==> src/rtl/palette_select_pkg.sv <==
// Shared palette ID type, default palette count and the wrapping step helper
// used by palette_select and the downstream colour lookup stage.
package palette_select_pkg;

    typedef logic [7:0] palette_id_t;

    localparam int DEFAULT_NUM_PALETTES = 3;

    // Out-of-range inputs are folded back into range so the result is always legal.
    function automatic palette_id_t step_id(input palette_id_t cur, input palette_id_t last,
                                            input logic up);
        palette_id_t nxt;
        if (up) begin
            nxt = (cur >= last) ? 8'd0 : cur + 8'd1;
        end else begin
            nxt = ((cur == 8'd0) || (cur > last)) ? last : cur - 8'd1;
        end
        return nxt;
    endfunction

endpackage

==> src/rtl/palette_select_btn_debounce.sv <==
// Push-button conditioner: 2-flop synchronizer, stability counter and
// rising-edge detect producing a one-cycle press pulse.
module btn_debounce #(
    parameter int DEBOUNCE_CYCLES = 250000
) (
    input  logic clk,
    input  logic rst,
    input  logic btn_raw,
    output logic press
);

    localparam int CNT_W = $clog2(DEBOUNCE_CYCLES);
    localparam logic [CNT_W-1:0] CNT_MAX = CNT_W'(DEBOUNCE_CYCLES - 1);
    localparam logic [CNT_W-1:0] CNT_ONE = CNT_W'(1);

    logic             sync1_q, sync1_d;
    logic             sync2_q, sync2_d;
    logic             stable_q, stable_d;
    logic             stable_dly_q, stable_dly_d;
    logic [CNT_W-1:0] cnt_q, cnt_d;

    // Next-state: synchronizer shift, counter advance/clear, stable toggle.
    always_comb begin
        sync1_d      = btn_raw;
        sync2_d      = sync1_q;
        stable_dly_d = stable_q;
        stable_d     = stable_q;
        cnt_d        = '0;
        if (sync2_q != stable_q) begin
            if (cnt_q == CNT_MAX) begin
                stable_d = ~stable_q;
                cnt_d    = '0;
            end else begin
                stable_d = stable_q;
                cnt_d    = cnt_q + CNT_ONE;
            end
        end else begin
            cnt_d = '0;
        end
    end

    // Stable levels reset high so a button held through reset cannot fire.
    always_ff @(posedge clk) begin
        if (rst) begin
            sync1_q      <= 1'b0;
            sync2_q      <= 1'b0;
            stable_q     <= 1'b1;
            stable_dly_q <= 1'b1;
            cnt_q        <= '0;
        end else begin
            sync1_q      <= sync1_d;
            sync2_q      <= sync2_d;
            stable_q     <= stable_d;
            stable_dly_q <= stable_dly_d;
            cnt_q        <= cnt_d;
        end
    end

    assign press = stable_q & ~stable_dly_q;

endmodule

==> src/rtl/palette_select.sv <==
// Palette selector: debounced next/prev buttons step a wrapping palette index
// and flag each new value with a one-cycle changed pulse.
module palette_select
    import palette_select_pkg::*;
#(
    parameter int NUM_PALETTES    = DEFAULT_NUM_PALETTES,
    parameter int DEBOUNCE_CYCLES = 250000,
    parameter int INIT_ID         = 0
) (
    input  logic       clk,
    input  logic       rst,
    input  logic       btn_next,
    input  logic       btn_prev,
    output logic [7:0] color_id,
    output logic       changed
);

    localparam palette_id_t LAST_ID  = palette_id_t'(NUM_PALETTES - 1);
    localparam palette_id_t RESET_ID = palette_id_t'(INIT_ID);

    logic        press_next;
    logic        press_prev;
    palette_id_t color_id_q, color_id_d;
    logic        changed_q, changed_d;

    btn_debounce #(.DEBOUNCE_CYCLES(DEBOUNCE_CYCLES)) u_db_next (
        .clk     (clk),
        .rst     (rst),
        .btn_raw (btn_next),
        .press   (press_next)
    );

    btn_debounce #(.DEBOUNCE_CYCLES(DEBOUNCE_CYCLES)) u_db_prev (
        .clk     (clk),
        .rst     (rst),
        .btn_raw (btn_prev),
        .press   (press_prev)
    );

    // Simultaneous presses cancel; changed follows any real value change,
    // which also keeps a single-palette build permanently quiet.
    always_comb begin
        color_id_d = color_id_q;
        case ({press_next, press_prev})
            2'b10:   color_id_d = step_id(color_id_q, LAST_ID, 1'b1);
            2'b01:   color_id_d = step_id(color_id_q, LAST_ID, 1'b0);
            default: color_id_d = color_id_q;
        endcase
        changed_d = (color_id_d != color_id_q);
    end

    // Output registers.
    always_ff @(posedge clk) begin
        if (rst) begin
            color_id_q <= RESET_ID;
            changed_q  <= 1'b0;
        end else begin
            color_id_q <= color_id_d;
            changed_q  <= changed_d;
        end
    end

    assign color_id = color_id_q;
    assign changed  = changed_q;

endmodule

==> config.mk <==
export PLATFORM = sky130hd
export DESIGN_NAME = palette_select
export DESIGN_NICKNAME = d
export VERILOG_FILES = /design/src/rtl/palette_select_pkg.sv /design/src/rtl/palette_select_btn_debounce.sv /design/src/rtl/palette_select.sv
export SDC_FILE = /design/constraint.sdc
export NUM_CORES = 1
export LEC_CHECK = 0
export ABC_CLOCK_PERIOD_IN_PS = 3850
export BUFFER_PORTS_ARGS = -buffer_cell sky130_fd_sc_hd__buf_4
export CAP_MARGIN = 20
export CORE_ASPECT_RATIO = 0.75
export CORE_MARGIN = 4
export CORE_UTILIZATION = 39
export CTS_CLUSTER_SIZE = 20
export DETAILED_ROUTE_END_ITERATION = 10
export PLACE_DENSITY = 0.63
export SLEW_MARGIN = 20
export SYNTH_ARGS = -nofsm -noshare
export SYNTH_HDL_FRONTEND = slang
export SYNTH_SLANG_ARGS = --single-unit
export TNS_END_PERCENT = 1
==> constraint.sdc <==
create_clock -name clk -period 3.85 [get_ports clk]
set_input_delay 0.1925 -clock clk [delete_from_list [all_inputs] [get_ports clk]]
set_output_delay 0.1925 -clock clk [all_outputs]
set_load 0.05 [all_outputs]
== After elaboration in Yosys (flattened, before gate mapping) ==
Cells that the tools add are included.
Storage, ports and cells
  register bits after elaboration: 53
  bits of input ports: 4
Cells by class
  bitwise logic cells: 8
  equality and inequality tests: 7
  multiplexer cells: 3
  order comparisons: 2
  reduce and logical (&&, ||, !) cells: 6
  add/subtract/negate cells: 4
Operators with widths (number)
  18-bit by 1-bit adder with 18-bit output, second input constant: 2
  18-bit == test, second input constant: 2
  8-bit two-way mux: 2
  8-bit case mux with 2 select lines: 1
  8-bit by 1-bit adder with 8-bit output, second input constant: 1
  8-bit by 2-bit >= comparator with 1-bit output, second input constant: 1
  8-bit by 2-bit > comparator with 1-bit output, second input constant: 1
  8-bit logical NOT: 1
  8-bit != test: 1
  8-bit by 1-bit subtractor with 8-bit output, second input constant: 1
  1-bit NOT: 6
  3-bit OR reduction: 2
  2-bit AND reduction: 2
  1-bit AND: 2
  2-bit by 1-bit == test with 1-bit output, second input constant: 1
  2-bit == test, second input constant: 1
  1-bit != test: 2
  1-bit logical OR: 1

== Depth between registers and ports, before layout ==
Gate-level depths: netlist of the first run.
  depth after elaboration: 5
  gate-level depth with buffers: 7
  depth with buffers taken out: 7

== Cells and area by module ==
A second synthesis of the first run with hierarchy kept.
Second synthesis, totals
  cells, all modules: 270
  area total of the unflattened synthesis: 2509.9 um2
By module, submodules not included
  btn_debounce: area an instance 1008.5 um2, seq. area each 440.4 um2, cells each 107, times used 2
  palette_select: area an instance 493.0 um2, seq. area each 180.2 um2, cells each 56, times used 1

== Worst setup path after synthesis of the first run ==
No wires, ideal clock.
  path type: reg-to-reg
  from: register color_id_q[1] (netlist: color_id[1])
  to: register changed_q (netlist: changed)
  cell stages (with the launch flop): 7
  data arrival time: 2.117 ns
  period minus slack after synthesis: 2.208 ns
  slack: 1.642 ns
  setup time: 0.091 ns
  required time: 3.759 ns
  cells stage by stage: dfxtp_1 inv_1 ha_1 nand2b_1 o41a_1 mux2_4 a311oi_1
On the way
  word-level cells in the longest chain between the ends: 5
  elaborated cells on any way between the ends: 10
  classes of those cells: add/sub (2); order compare (2); eq/ne (1); mux (3); reduce/logical (2)
Ends and longest elaborated chain
  start, declared: RTL line palette_select.sv:23  | palette_id_t color_id_q, color_id_d;
  start signal, assigned: RTL line palette_select.sv:58  | color_id_q <= color_id_d;
  8-bit by 2-bit > comparator with 1-bit output / 8-bit logical NOT (equally long branches): RTL line palette_select_pkg.sv:16  | nxt = ((cur == 8'd0) || (cur > last)) ? last : cur - 8'd1;
  1-bit logical OR: RTL line palette_select_pkg.sv:16
  8-bit two-way mux: RTL line palette_select_pkg.sv:16
  8-bit case mux with 2 select lines: RTL line palette_select.sv:44  | case ({press_next, press_prev})
  8-bit != test (*): RTL line palette_select.sv:49  | changed_d = (color_id_d != color_id_q);
  end signal, assigned: RTL line palette_select.sv:59  | changed_q <= changed_d;
  end, declared: RTL line palette_select.sv:24  | logic changed_q, changed_d;
Every way passes the cells marked *; elsewhere a longest branch is shown, timed or not.
A chain may end at the register's enable or synchronous reset.

== Worst setup path after layout of the first run ==
Ends and elaborated chain as after synthesis.

==> results of run 1 <==
-- final cells by class --
cell class	count	area (sq um)
multi-input combinational	194	1224
fill	569	3196
inverter	15	56.30
clock buffer	7	86.33
sequential	53	1061
timing repair buffer	14	105.1
clock inverter	1	30.03
tap	78	97.59
-- stage by stage --
step / setup slack (ps) / total power [mW] / hold WS, ps / instances
global route: 1676 / 1.016 / 102.5 / 362
finish: 1839 / 0.9756 / 95.82 / 362
global placement: 1921 / 0.6008 / 420.5 / 354
floorplan: 1642 / 0.5907 / 264.1 / 268
CTS: 1837 / 0.9906 / 83.79 / 362
detailed placement: 1861 / 0.6007 / 411.2 / 354
-- flip-flops by register name, indices dropped and copies added (netlist names) --
register / cells
u_db_prev.stable_dly_q: 1
u_db_next.sync2_q: 1
color_id: 8
u_db_next.stable_dly_d: 1
u_db_next.cnt_q: 18
u_db_prev.sync1_q: 1
u_db_next.sync1_q: 1
u_db_prev.sync2_q: 1
u_db_prev.stable_dly_d: 1
u_db_prev.cnt_q: 18
changed: 1
u_db_next.stable_dly_q: 1
-- power by group --
group	internal, mW	leakage (nW)	switching [mW]	total, mW
clock network	0.212	0.0585	0.176	0.388
logic	0.0107	0.421	0.0160	0.0267
registers	0.555	0.429	0.00617	0.561
-- per-layer routing --
layer / GRT usage / part of all wire
met5: 0 / 0
met4: 0.05069 / 0.017
met3: 0.03202 / 0.053
met2: 0.1719 / 0.37
met1: 0.1819 / 0.56
-- path summary, 6_finish.rpt --
| path | endpoint | slack (ps) | cells after the start | from |
|---|---|---|---|---|
| setup / recovery | changed | 1840 | 6 | color_id[1] |
| hold / removal | u_db_prev.sync1_q | 100 | 2 | btn_prev |
| setup reg to reg | changed | 1840 | 6 | color_id[1] |
| hold reg to reg | u_db_next.sync2_q | 440 | 1 | u_db_next.sync1_q |
-- layout by cell type, fill, tap and decap left out, drive strengths merged, types with 8 or more instances in the layout --
master	count
dfxtp	53
xor2	9
nand3	14
buf	14
nand4	11
xnor2	20
inv	15
nor4	8
nor2	37
a21oi	11
o21ai	8
nand2	12
nor2b	8
-- kinds of logic (layout without fill, tap and decap cells) --
| group | after synthesis | after routing | synth area share |
|---|---|---|---|
| AND/OR/NAND/NOR | 129 | 129 | 0.2937 |
| flip-flops | 53 | 53 | 0.4487 |
| XOR/XNOR | 29 | 29 | 0.1074 |
| AO/OA/AOI/OAI | 28 | 28 | 0.07302 |
| buffers and inverters | 21 | 37 | 0.03386 |
| adder cells (fa/ha/maj) | 7 | 7 | 0.03704 |
| multiplexers | 1 | 1 | 0.006347 |
==> results.md, run 1 <==
* Status: finished clean
* Die ar. at 7386 sq um
* DR vias/cell at 4.992
* Clock Latency Late Sink at 300 ps
* Post-cts resize count at 0
* Pins over their slew limit at 0
* Clock tree root buffer cell: clkbuf_8
* Post-synth cell types at 39
* Core ar. at 5856 sq um
* Top-count cell post-synth: dfxtp_1
* Setup total negative slack at 0 ps
* Initial Util at 0.4038
* Final core utilization at 0.4543
* Final min period at 2011 ps
* Highest Clock Rate at 497.3 MHz
* Max Cap Violations at 0
* Layout area overhead at 12.49%
* WS Path Type: reg -> reg
* Detailed placement HPWL at 3086 um
* IO Port Bufs at 12
* Die Ht at 75.44 um
* TritonCTS buffer count at 5
* Critical path peak fanout at 8
* Clock Pin Slew Worst Setup and Hold Paths at 90 ps
* Nets at 294
* Fin crit share at 0.5223
* Clock skew at 4.528 ps
* Worst min path class: in -> reg
* First-pass GRT wire length at 7431 um
* Maximum VDD drop at 0.1494 mV
* Top cells by area, synth: dfxtp_1 45%, xnor2_1 7.4%, nor2_1 5.9%
* Initial antenna violation count at 0
* Final antenna-violating net count at 0
* Commonest cells in the netlist: 53 x dfxtp_1, 37 x nor2_1, 20 x xnor2_1, 15 x inv_1, 14 x nand3_1
* CTS Hold Bufs at 0
* Largest net degree at the start of global routing at 18
* Postcts setup bufs at 0
* Number of synthesized flops with an enable pin at 0
* Crit. End Element: flip-flop
* Pwr/cell area at 366.7 nW/um^2
* Post-synthesis sequential area ratio at 0.4487
* Slowest CP cell: dfxtp_1
* Placed cell area at 2544 sq um
* Final Setup Violations at 0
* Routed WL at 4235 um
* CP Data Required Time at 4060 ps
* Ys async rst share at 0
* ANT cells at 0
* Final hold vios at 0
* Clock Tree Buf Depth at 2
* Synth Register Bits at 53
* CP cell instances: inv_1 > ha_1 > nand2b_1 > o41a_1 > mux2_4 > a311oi_1
* Routed wire per std cell at 11.70 um
* Largest stage delay, worst path at 460 ps
* CP Buf/Inv Count at 1
* Top cell type by total area after synthesis: dfxtp_1
* Final instance area at 2660 sq um
* Share of cells above drive strength 1 at 0.1127
* Startpoint Class: flip-flop
* Mapped Avg Cell Area at 8.824 sq um
* Kind of cell adding the most delay to the critical path: compound AO/OA/AOI/OAI gates
* Worst-Margin Slew at 535.1 ps
* GRT Total Usage at 0.1240
* Gp weighted congestion at 0.8132
* Mapped Area at 2365 sq um
* Mapped Cells at 268
* CTS tree: built
* RSZ-0062 raised after global routing: no
* Die X at 97.92 um
* Vias in the first global route at 1574
* First-pass detailed-route iteration total at 4
* Syn. warnings at 0
* Worst path arrival time at 2220 ps
* Max_slew headroom at 0.6400
* Total grt overflow at 0
* Leakage power at 0.9087 nW
* Iter 0 DRT Violations at 134
* DRC viols at 0
* H-tree Lvls at 2
* Vias at 1807
* Main synth FF type: dfxtp_1
* Net Count, Synth at 279
* Clock sinks at 53
* I/O pins at 13
* Row cnt at 24
* Yosys top cell area share at 0.4487
Note: power is estimated with default switching activity, not from simulation.
==> run 2, diff against run 1 <==
--- a/config.mk
+++ b/config.mk
@@ -5,7 +5,7 @@
 export SDC_FILE = /design/constraint.sdc
 export NUM_CORES = 1
 export LEC_CHECK = 0
-export ABC_CLOCK_PERIOD_IN_PS = 3850
+export ABC_CLOCK_PERIOD_IN_PS = 1800
 export BUFFER_PORTS_ARGS = -buffer_cell sky130_fd_sc_hd__buf_4
 export CAP_MARGIN = 20
 export CORE_ASPECT_RATIO = 0.75
@@ -13,7 +13,7 @@
 export CORE_UTILIZATION = 39
 export CTS_CLUSTER_SIZE = 20
 export DETAILED_ROUTE_END_ITERATION = 10
-export PLACE_DENSITY = 0.63
+export PLACE_DENSITY = 0.65
 export SLEW_MARGIN = 20
 export SYNTH_ARGS = -nofsm -noshare
 export SYNTH_HDL_FRONTEND = slang
==> constraint.sdc (replaced) <==
create_clock -name clk -period 1.8 [get_ports clk]
set_input_delay 0.09 -clock clk [delete_from_list [all_inputs] [get_ports clk]]
set_output_delay 0.09 -clock clk [all_outputs]
set_load 0.05 [all_outputs]
==> run 2 against run 1 <==
  * The run now ends with negative setup slack left
  * First-iteration DRC count rose by 5.2%
  * Global-route usage rose by 1.1 points
  * Core utilization rose by 3.3 points
  * Cell count rose by 5.2%
  * Register-to-register slack got worse by 1900 ps
  * Setup slack got worse by 1900 ps
  * Clock skew fell by 0.75 ps
  * Die area did not move
  * Critical path depth fell by 2
  * Fmax rose by 9.1%
  * Highest routed layer unchanged
==> results.md, run 2 (synthesis gave the netlist of run 1 again) <==
* Status: finished with violations
* Failing checks: negative setup slack
* Vias at 1876
* FF-to-FF Start: color_id[2]
* Iter 0 DRT Violations at 141
* Core ar. at 5856 sq um
* Worst path arrival time at 2050 ps
* Multi-input gate area at 1269 sq um
* Final Power at 1.901 mW
* Pins over their slew limit at 0
* Max_slew headroom at 0.7331
* CTS tree: built
* Worst min path class: in -> reg
* Crit. End Element: flip-flop
* Final Setup Violations at 2
* First-pass GRT wire length at 8224 um
* Share of cells above drive strength 1 at 0.2244
* ANT cells at 0
* Initial antenna violation count at 0
* Nets at 313
* DRC viols at 0
* Clock tree root buffer cell: clkbuf_8
* Postcts setup bufs at 0
* Die Ht at 75.44 um
* Most frequent cells in the layout: 45 x dfxtp_1, 37 x nor2_1, 30 x buf_4
* First-pass detailed-route iteration total at 4
* # fillers at 575
* Vias in the first global route at 1779
* Critical path peak fanout at 4
* Clock Tree Buf Depth at 2
* GRT Total Usage at 0.1349
* Final core utilization at 0.4872
* Highest Clock Rate at 542.3 MHz
* Routed WL at 4564 um
* Sequential cell area at 1081 sq um
* Row cnt at 24
* IO Port Bufs at 12
* Final worst slack at -43.84 ps
* Startpoint Class: flip-flop
* Worst reg2reg path endpoint: changed
* Max Cap Violations at 0
* Fin crit share at 1.024
* Worst Hold Slack at 12.39 ps
* RSZ-0062 raised after global routing: yes
* Total grt overflow at 0
* Routed wire per std cell at 11.98 um
* Setup total negative slack at -60.45 ps
* Leakage power at 1.007 nW
* Hold endpoint: u_db_prev.sync1_q
* Die X at 97.92 um
* TritonCTS buffer count at 5
* Gp weighted congestion at 0.8171
* Pwr/cell area at 666.4 nW/um^2
* Clock sinks at 53
* Clock Latency Late Sink at 290 ps
* Fin cells at 381
* Clock Pin Slew Worst Setup and Hold Paths at 90 ps
* CP Data Required Time at 2010 ps
* Maximum VDD drop at 0.3351 mV
* WS Path Type: reg -> reg
* Placed cell area at 2729 sq um
* Initial Util at 0.4038
* R2R setup slack at -40 ps
* Final min period at 1844 ps
* Commonest non-fill, non-tap cell in the layout: dfxtp_1
* Detailed placement HPWL at 3339 um
* Final hold vios at 0
* Die ar. at 7386 sq um
* Cells after DPL at 372
* Final antenna-violating net count at 0
* Layout area overhead at 20.64%
* Worst Hold Depth at 2
* I/O pins at 13
* Clock skew at 3.774 ps
* Hold Crit Start: btn_prev
* Largest net degree at the start of global routing at 18
* Final instance area at 2853 sq um
* Placement Setup Slack at -26.76 ps
* H-tree Lvls at 2
* DR vias/cell at 4.924
* Worst-Margin Slew at 396.7 ps
* Worst R2R Path Depth at 4
[run 2: critical path, stage by stage, from the launching register on]
cell      delay, ps
dfxtp_4         350
or4_4           550
o41a_1          370
mux2_4          320
a311oi_2        180
[run 2: layout make-up]
type,instances,area share
clock inverters,2,0.003509
repair buffers,33,0.09342
inverters,15,0.01974
flip-flops and latches,53,0.3789
well taps,78,0.03421
clock buffers,6,0.02544
multi-input cells,194,0.4447
[run 2: worst max-delay path by stage]
stage	cells after the start	slack (ps)	end	from
6_report	4	-40	changed	color_id[2]
5_1_grt	4	-110	changed	color_id[2]
4_1_cts	4	-30	changed	color_id[2]
3_5_place_dp	4	-30	changed	color_id[2]
3_3_place_gp	4	-10	changed	color_id[2]
2_1_floorplan	4	-60	changed	color_id[2]
[run 2: layer usage]
layer	track usage	part of all wire	vias to the layer above
met3	0.03294	0.044	2
met4	0.03072	0.0064	0
met2	0.1961	0.38	34
li1	-	-	1000
met5	0	0	-
met1	0.2018	0.57	840
[run 2: repair_timing]
action	4_1_cts	5_1_grt
hold buffers	1	0
gates resized for setup	2	8
pin swaps	1	1
hold endpoints to repair	1	0
setup endpoints to repair	4	23
[run 2: power by group]
group	internal, mW	switching (mW)	leakage (nW)
Sequential	1.18	0.00936	0.433
Clock	0.270	0.362	0.0450
Combinational	0.0376	0.0420	0.529
==> run 3, diff against run 2 <==
--- a/config.mk
+++ b/config.mk
@@ -17,5 +17,6 @@
 export SLEW_MARGIN = 20
 export SYNTH_ARGS = -nofsm -noshare
 export SYNTH_HDL_FRONTEND = slang
+export SYNTH_HIERARCHICAL = 1
 export SYNTH_SLANG_ARGS = --single-unit
 export TNS_END_PERCENT = 1
==> run 3 against run 2 <==
  * The run still ends with negative setup slack left
  * Largest power group unchanged
  * Routed wire length fell by 3.0%
  * Setup slack improved by 17 ps
  * Final area rose by 0.31%
  * Synthesized cell count rose by 0.75%
  * Critical endpoint unchanged
  * Worst hold slack improved by 20 ps
  * Register-to-register slack improved by 20 ps
==> results.md, run 3 <==
* Crit. End Element: flip-flop
* Ys async rst share at 0
* Clock sinks at 53
* Final worst slack at -27.08 ps
* Clock Latency Late Sink at 300 ps
* Final antenna-violating net count at 0
* Mapped Cells at 270
* Vias at 1862
* Max_slew headroom at 0.7524
* Complex-gate fraction of the synthesized area at 0.07527
* Clock Pin Slew Worst Setup and Hold Paths at 90 ps
* Startpoint Class: flip-flop
* Cells after DPL at 364
* Core ar. at 6287 sq um
* Worst min path class: in -> reg
* Most frequent cells in the layout: 47 x dfxtp_1, 44 x nor2_1, 23 x buf_4
* Max Cap Violations at 0
* DRC viols at 0
* Die Ht at 77.48 um
* Final hold vios at 0
* Final min period at 1827 ps
* Initial Util at 0.3992
* Main synth FF type: dfxtp_1
* RSZ-0062 raised after global routing: yes
* Final instance area at 2861 sq um
* Fin crit share at 1.015
* Critical path peak fanout at 4
* Setup total negative slack at -27.08 ps
* Share of cells above drive strength 1 at 0.1747
* Maximum VDD drop at 0.3627 mV
* Synth Register Bits at 53
* Syn. warnings at 6
* Nets at 302
* Post-synthesis sequential area ratio at 0.4227
* WS Path Type: reg -> reg
* Pwr/cell area at 681.1 nW/um^2
* Top-count cell post-synth: dfxtp_1
* Net Count, Synth at 281
* Routed WL at 4427 um
* Worst-Margin Slew at 368.0 ps
* Die X at 100.6 um
* TritonCTS buffer count at 5
* Mux cell area share after synthesis at 0.007976
* First-pass GRT wire length at 7935 um
* Final Setup Violations at 1
* Gp weighted congestion at 0.8257
* Mapped Avg Cell Area at 9.296 sq um
* # fillers at 600
* Failing checks: negative setup slack
* First-pass detailed-route iteration total at 4
* Final core utilization at 0.4551
* ANT cells at 0
* Synthesized-area fraction occupied by adder cells at 0.03490
* CP Buf/Inv Count at 0
* Post-synth cell types at 36
* Pins over their slew limit at 0
* Top cells by area, synth: dfxtp_1 42%, nor2_1 6.6%, xor2_1 5.6%
* Row cnt at 25
* Top cell type by total area after synthesis: dfxtp_1
* Total grt overflow at 0
* Die ar. at 7797 sq um
* Placed cell area at 2749 sq um
* Clock skew at 7.028 ps
* Kind of cell adding the most delay to the critical path: compound AO/OA/AOI/OAI gates
* Worst path arrival time at 2020 ps
* H-tree Lvls at 2
* Number of synthesized flops with an enable pin at 0
* Commonest non-fill, non-tap cell in the layout: dfxtp_1
* Fin cells at 373
* CP Data Required Time at 1990 ps
* CTS tree: built
* Highest Clock Rate at 547.3 MHz
* Largest stage delay, worst path at 550 ps
* Initial antenna violation count at 0
* Largest family of logic cells by synthesized area: simple AND/OR/NAND/NOR gates
* Vias in the first global route at 1713
* Iter 0 DRT Violations at 86
* Yosys top cell area share at 0.4227
* Clock tree root buffer cell: clkbuf_8
* Detailed placement HPWL at 3159 um
* IO Port Bufs at 12
* Mapped Area at 2510 sq um
* Slowest CP cell: or4_4
* I/O pins at 13
* Post-Synth Simple-Gate Area at 0.3116
* GRT Total Usage at 0.1244
* Worst Hold Slack at 32.55 ps
* CP cell instances: or4_4 > o41a_1 > a2111oi_4 > a211oi_1
* DR vias/cell at 4.992
* Routed wire per std cell at 11.87 um
* Status: finished with violations
* Clock Tree Buf Depth at 2
* Layout area overhead at 14.01%
* Commonest cells in the netlist: 53 x dfxtp_1, 44 x nor2_1, 16 x nand2_1, 16 x xor2_1, 14 x xnor2_1
* Leakage power at 1.002 nW
* Largest net degree at the start of global routing at 20
* Post-synthesis xor/xnor area fraction at 0.1047
## run 3: changes by cell type in the layout (fill, tap and decap cells not counted), moves of 3 or more
| cell | previous run | this run |
|---|---|---|
| xnor2_1 | 20 | 14 |
| or4_1 | 3 | 0 |
| or4b_1 | 0 | 4 |
| o41ai_1 | 0 | 4 |
| xor2_1 | 9 | 16 |
| inv_1 | 13 | 10 |
| o21ai_0 | 4 | 0 |
| nand2_1 | 12 | 16 |
| buf_4 | 30 | 23 |
| nor2_1 | 37 | 44 |
## run 3: cells by family after synthesis
family                   count (synthesis)
XOR/XNOR                                30
AO/OA/AOI/OAI                           21
AND/OR/NAND/NOR                        137
multiplexers                             2
buffers and inverters                   20
adder cells (fa/ha/maj)                  7
flip-flops                              53
## run 3: layout make-up
type	count	area (sq um)	share of cell area
repair buffers	24	182.7	0.06384
flip-flops and latches	53	1079	0.3769
clock buffers	7	86.33	0.03017
well taps	81	101.3	0.03542
clock inverters	1	7.507	0.002624
inverters	10	37.54	0.01312
multi-input cells	197	1368	0.4779
## run 3: timing repair
item | 4_1_cts | 5_1_grt
hold buffers | 1 | 0
setup endpoints to repair | 1 | 4
gates resized for setup | 0 | 2
buffers inserted | 0 | 0
endpoints found under the hold margin | 1 | 0
## run 3: per-layer routing
metal	part of all wire	GRT usage	wire, um	up-vias
met5	0	0	0	-
met4	0.014	0.04441	63	0
met3	0.029	0.03145	130	7
li1	-	-	-	985
met1	0.54	0.1761	2378	842
met2	0.42	0.1813	1854	28
## run 3: through the flow
step                      worst slack, ps  total power [mW]
after floorplan                    -25.77             1.267
after global placement              19.43             1.283
after detailed placement            16.74             1.283
after CTS                          -18.77             1.988
after global routing               -89.10             2.042
final                              -27.08             1.949
## run 3: path summary, 6_finish.rpt
| path | startpoint | endpoint | slack (ps) | depth (start not counted) |
|---|---|---|---|---|
| hold reg to reg | u_db_prev/sync1_q | u_db_prev/sync2_q | 460 | 1 |
| setup / recovery | color_id[2] | changed | -30 | 4 |
| hold / removal | btn_prev | u_db_prev/sync1_q | 30 | 2 |
| setup reg to reg | color_id[2] | changed | -30 | 4 |
## run 3: power by group
group	total (mW)	internal, mW	switching [mW]	leakage (nW)
registers	1.19	1.18	0.0117	0.433
logic	0.0639	0.0287	0.0353	0.525
clock network	0.692	0.313	0.379	0.0445
total	1.95	1.52	0.426	1.00
